--- config.mk ---
export PLATFORM = sky130hd
export DESIGN_NAME = oric_tap_player
export DESIGN_NICKNAME = d
export VERILOG_FILES = /design/src/rtl/oric_tap_player.sv
export SDC_FILE = /design/constraint.sdc
export NUM_CORES = 1
export LEC_CHECK = 0
export CELL_PAD_IN_SITES_DETAIL_PLACEMENT = 0
export CELL_PAD_IN_SITES_GLOBAL_PLACEMENT = 1
export CORE_MARGIN = 2
export CORE_UTILIZATION = 47
export CTS_BUF_LIST = sky130_fd_sc_hd__clkbuf_8 sky130_fd_sc_hd__clkbuf_16
export DETAILED_ROUTE_END_ITERATION = 7
export PLACE_DENSITY_LB_ADDON = 0.12
export SLEW_MARGIN = 10
export SYNTH_ARGS = -nofsm -noshare
export SYNTH_HDL_FRONTEND = slang
export SYNTH_SLANG_ARGS = --single-unit
--- constraint.sdc ---
create_clock -name clk_sys -period 8.34 [get_ports clk_sys]
set_clock_uncertainty 0.05 [all_clocks]
set_input_delay 2.502 -clock clk_sys [delete_from_list [all_inputs] [get_ports clk_sys]]
set_output_delay 2.502 -clock clk_sys [all_outputs]
set_load 0.02 [all_outputs]
--- src/rtl/oric_tap_player.sv ---
// Oric fast-format tape transmitter: frames .TAP bytes (start, data LSB first, odd parity, stops) as pulse widths.
// Optional ORIC_TAP_REMOTE_EN adds the cassette relay input that gates and pauses playback.
module oric_tap_player #(
  parameter int CLKS_PER_US = 24,
  parameter int T_UNIT_US   = 208,
  parameter int STOP_BITS   = 4
) (
  input  logic        clk_sys,
  input  logic        reset_n,
  input  logic        play,
  input  logic        byte_valid,
  input  logic [7:0]  byte_data,
`ifdef ORIC_TAP_REMOTE_EN
  input  logic        remote,
`endif
  output logic        byte_ready,
  output logic        tape_out,
  output logic        busy,
  output logic        frame_done,
  output logic [15:0] frame_cnt
);

  localparam int T  = T_UNIT_US * CLKS_PER_US;
  localparam int CW = $clog2(2 * T + 1);
  localparam int NB = 10 + STOP_BITS;
  localparam int BW = $clog2(NB);
  localparam logic [CW-1:0] LEN1 = CW'(T);
  localparam logic [CW-1:0] LEN0 = CW'(2 * T);
  localparam logic [BW-1:0] LAST = BW'(NB - 1);

  typedef enum logic [1:0] {IDLE, HIGH, LOW, PAUSE} state_t;

  state_t          state_q, state_d;
  logic [CW-1:0]   cnt_q, cnt_d;
  logic [BW-1:0]   bit_q, bit_d;
  logic [NB-1:0]   sr_q, sr_d;
  logic            tape_q, tape_d;
  logic            busy_q, busy_d;
  logic [15:0]     frame_cnt_q, frame_cnt_d;

  logic remote_ok;
  logic phase_end;
  logic last_end;
  logic accept;

`ifdef ORIC_TAP_REMOTE_EN
  assign remote_ok = remote;
`else
  assign remote_ok = 1'b1;
`endif

  assign phase_end  = (cnt_q == CW'(1));
  assign last_end   = (state_q == LOW) && (bit_q == LAST) && phase_end;
  assign byte_ready = play & remote_ok & ((state_q == IDLE) | last_end);
  assign accept     = byte_valid & byte_ready;

  assign frame_done = last_end;
  assign tape_out   = tape_q;
  assign busy       = busy_q;
  assign frame_cnt  = frame_cnt_q;

  always_comb begin
    state_d     = state_q;
    cnt_d       = cnt_q;
    bit_d       = bit_q;
    sr_d        = sr_q;
    tape_d      = tape_q;
    busy_d      = busy_q;
    frame_cnt_d = frame_cnt_q;
    case (state_q)
      IDLE: ;
      HIGH: begin
        if (phase_end) begin
          state_d = LOW;
          cnt_d   = sr_q[0] ? LEN1 : LEN0;
          tape_d  = 1'b0;
        end else begin
          cnt_d = cnt_q - CW'(1);
        end
      end
      LOW: begin
        if (phase_end) begin
          if (bit_q == LAST) begin
            frame_cnt_d = frame_cnt_q + 16'd1;
            state_d     = IDLE;
            busy_d      = 1'b0;
            tape_d      = 1'b0;
          end else begin
            sr_d  = sr_q >> 1;
            bit_d = bit_q + BW'(1);
            // Relay off at a cell boundary parks the player with the counter frozen.
            if (remote_ok) begin
              state_d = HIGH;
              cnt_d   = LEN1;
              tape_d  = 1'b1;
            end else begin
              state_d = PAUSE;
              tape_d  = 1'b0;
            end
          end
        end else begin
          cnt_d = cnt_q - CW'(1);
        end
      end
      PAUSE: begin
        if (remote_ok) begin
          state_d = HIGH;
          cnt_d   = LEN1;
          tape_d  = 1'b1;
        end
      end
      default: state_d = IDLE;
    endcase
    // A new byte can follow the last stop bit with no idle cycle in between.
    if (accept) begin
      state_d = HIGH;
      sr_d    = {{STOP_BITS{1'b1}}, ~^byte_data, byte_data, 1'b0};
      bit_d   = '0;
      cnt_d   = LEN1;
      tape_d  = 1'b1;
      busy_d  = 1'b1;
    end
  end

  always_ff @(posedge clk_sys or negedge reset_n) begin
    if (!reset_n) begin
      state_q     <= IDLE;
      cnt_q       <= '0;
      bit_q       <= '0;
      sr_q        <= '0;
      tape_q      <= 1'b0;
      busy_q      <= 1'b0;
      frame_cnt_q <= '0;
    end else begin
      state_q     <= state_d;
      cnt_q       <= cnt_d;
      bit_q       <= bit_d;
      sr_q        <= sr_d;
      tape_q      <= tape_d;
      busy_q      <= busy_d;
      frame_cnt_q <= frame_cnt_d;
    end
  end

endmodule

==> summary.txt <==
Layout
  • Layout cells sized above 1: a little under an eighth
  • Area of the multi-input gates: 1390 µm²
  • Layout area overhead: 16.0%
  • Diodes inserted: 0
  • Fill count: 528
  • Register area: between 1000 and 1500 µm²
  • NumNets Final: between 300 and 400
  • Final core utilization: ~57%

Synth
  • Top_reg_cell synth: dfrtp_1
  • Synth unique cells: 47
  • Count leader, synth: dfrtp_1
  • Area leader, netlist: dfrtp_1
  • Post-synth EDFFs: 0
  • Synthesized area per cell: around 10 µm²
  • Top cell type's share of synthesized area: between 40 and 50%
  • Post-synth ARST share: between 90% and 100%
  • Post-synthesis register bit count: 51
  • Main area contributors after synthesis: dfrtp_1, xnor2_1, mux2_2
  • Synth Warn #: 0
  • Gate Count Post-Synth: ~270
  • Syn_nets: approximately 290
  • Mapped Area: between 2000 and 3000 µm²
  • Most frequent cells after synthesis: dfrtp_1, nand2_1, o21ai_0
  • Seq/Total Area, Yosys: a little under half

Worst setup path
  • CP Max Fanout: 3
  • Critical-path cell list: clkdlybuf4s50_1 -> nor3b_1 -> clkdlybuf4s50_1
  • Slowest CP cell: clkdlybuf4s50_1
  • CP dominant cell by count: clkdlybuf4s50_1
  • Critical path startpoint category: input port
  • CP max stage delay: 640 ps
  • Arrival time at the worst endpoint: roughly 3800 ps
  • WS Path Type: input port to output port
  • Top Family by Delay on Critical Path: buffers and inverters
  • CP Capture Type: output port
  • Worst EP required: between 5000 and 6000 ps
  • CP bufs+invs: 2

Timing
  • Setup violators final: 0
  • Final min period: ~6400 ps
  • Fin crit share: 76.7%
  • Max Slew Vio Count: 0
  • Setup TNS: 0 ps
  • Hold Slack: between 400 and 500 ps
  • Least-Margin Pin Slew: 775 ps
  • RSZ-0062 raised after global routing: false
  • Fmax achieved: around 160 MHz
  • Max transition margin: 48.2%
  • Final Hold Fails: 0

Clock tree
  • Post-cts hold buffer count: 0
  • CTS max path bufs: 2
  • Num CTS Buffers: 5
  • H-tree Lvls: 2
  • Post-CTS Setup Repair Bufs: 0
  • Reg clk slew, reported paths: around 80 ps
  • Clock root buffer master: clkbuf_8
  • CTS tree: built
  • Clock Latency Late Sink: roughly 300 ps
  • # clock sinks: between 50 and 60
  • Post-CTS sizing: 0

Power and ir drop
  • Power, Total: ~0.00061 W
  • Max VDD drop: ~0.000092 V
  • Sw frac: about 31%
  • Reg power frac: around 54%
  • Internal power contribution: 0.000424 W
  • Combinational share of power: about 22%
  • Clock share of power: a little under a quarter
  • Leakage: around 1.3 nW
  • Pwr/cell area: 192 nW/µm²
  • Psw: ~0.00019 W

Global routing
  • Antenna violations before repair: 0
  • Largest net degree at the start of global routing: 52
  • Number of global-route vias before repair: 2,046
  • First-pass GRT wire length: between 9 and 10 mm
  • Total gr overflow: 0
  • Gr usage total: between 15 and 20%

Run status
  • Status: finished clean

Route
  • Detailed Route Iter0 Violations: 73
  • Drt pass-1 iters: 4
  • Via count: between 2,000 and 2,500
  • # DRC: 0
  • Wire length per cell: about 15 µm
  • Routed Antenna Nets: 0
  • Routed wire length: between 5 and 6 mm
  • Vias per cell: 5.49

Floorplanning
  • Die height: around 80 µm
  • Starting Density: between 40% and 50%
  • # rows: 27
  • Die area: roughly 6500 µm²
  • I/O Pins: 32
  • Die width: slightly above 80 µm
  • Core ar.: about 5600 µm²

Placement
  • Hpwl dp: around 3.8 mm
  • Port buffer count: 31
  • Routability cong.: between 0.7 and 0.8

Job
  • Max-cap violations: 0

Worst hold path
  • Worst min path class: register to register
[area by class of cell]
type / instances / area share (%)
clock buffers: 6 / 2.59
clock inverters: 1 / 0.157
inverters: 4 / 0.471
multi-input cells: 201 / 43.6
flip-flops and latches: 51 / 40.0
well taps: 72 / 2.83
repair buffers: 34 / 10.3
[per-stage QoR]
step | cells | instance area [µm²] | setup slack, ps
finish | 369 | 3190 | 1950
global route | 369 | 3190 | 1870
CTS | 369 | 3190 | 1920
detailed placement | 362 | 3100 | 1940
global placement | 362 | 3100 | 1990
floorplan | 268 | 2750 | 2760
[placed cells by master (no fill, tap or decap), types with 3 or more instances in the layout]
master and instances:
mux2_2 10, xnor2_1 16, nor3_1 10, nand2_1 27
mux2_1 3, o22a_1 3, nor2_1 16, ha_1 5
nand3_1 10, clkbuf_8 6, clkdlybuf4s50_1 30, mux2i_1 6
nand4_1 5, dfrtp_1 51, nor4_1 6, xor2_1 10
o21ai_0 21, buf_4 3, or3_1 4, mux2_4 4
a21oi_1 8, and3_1 5, inv_1 4
[state kept, by name, indices dropped and copies added (netlist names)]
name	cells
bit_q	4
busy	1
cnt_q	14
frame_cnt	16
sr_q	14
state_q	1
tape_out	1
[power by group through the flow]
| stage | Clock, W | Sequential (W) | Combinational [W] |
|---|---|---|---|
| 2_1_floorplan | 0 | 0.000326 | 0.000108 |
| 3_3_place_gp | 0 | 0.000336 | 0.000132 |
| 3_5_place_dp | 0 | 0.000337 | 0.000135 |
| 4_1_cts | 0.000149 | 0.000332 | 0.000136 |
| 5_1_grt | 0.000160 | 0.000341 | 0.000155 |
| 6_report | 0.000144 | 0.000333 | 0.000134 |
[cell families (layout without fill, tap and decap cells)]
| kind of cell | after synthesis | count (layout) | synth area share [%] |
|---|---|---|---|
| AND/OR/NAND/NOR | 101 | 101 | 19.9 |
| adder cells (fa/ha/maj) | 5 | 5 | 2.28 |
| multiplexers | 23 | 23 | 9.70 |
| buffers and inverters | 16 | 45 | 2.91 |
| AO/OA/AOI/OAI | 46 | 46 | 10.5 |
| XOR/XNOR | 26 | 26 | 8.29 |
| flip-flops | 51 | 51 | 46.4 |
[metal layers]
layer / up-vias / routed length, µm / global-route usage [%]
met4: 0 / 69 / 6.78
met3: 7 / 137 / 3.03
met1: 981 / 2730 / 27.6
met2: 25 / 2500 / 30.7
met5: - / 0 / 0
li1: 1013 / - / -
[worst paths after layout]
check / startpoint / depth (start not counted) / slack [ps] / to
setup / recovery: play / 3 / 1950 / byte_ready
max in group asynchronous: reset_n / 2 / 5550 / cnt_q[6]
setup reg to reg: cnt_q[1] / 7 / 4930 / sr_q[1]
hold / removal: frame_cnt[15] / 1 / 430 / frame_cnt[15]
hold reg to reg: frame_cnt[15] / 1 / 430 / frame_cnt[15]
min in group asynchronous: reset_n / 2 / 2230 / frame_cnt[5]
Note: power is estimated with default switching activity, not from simulation.
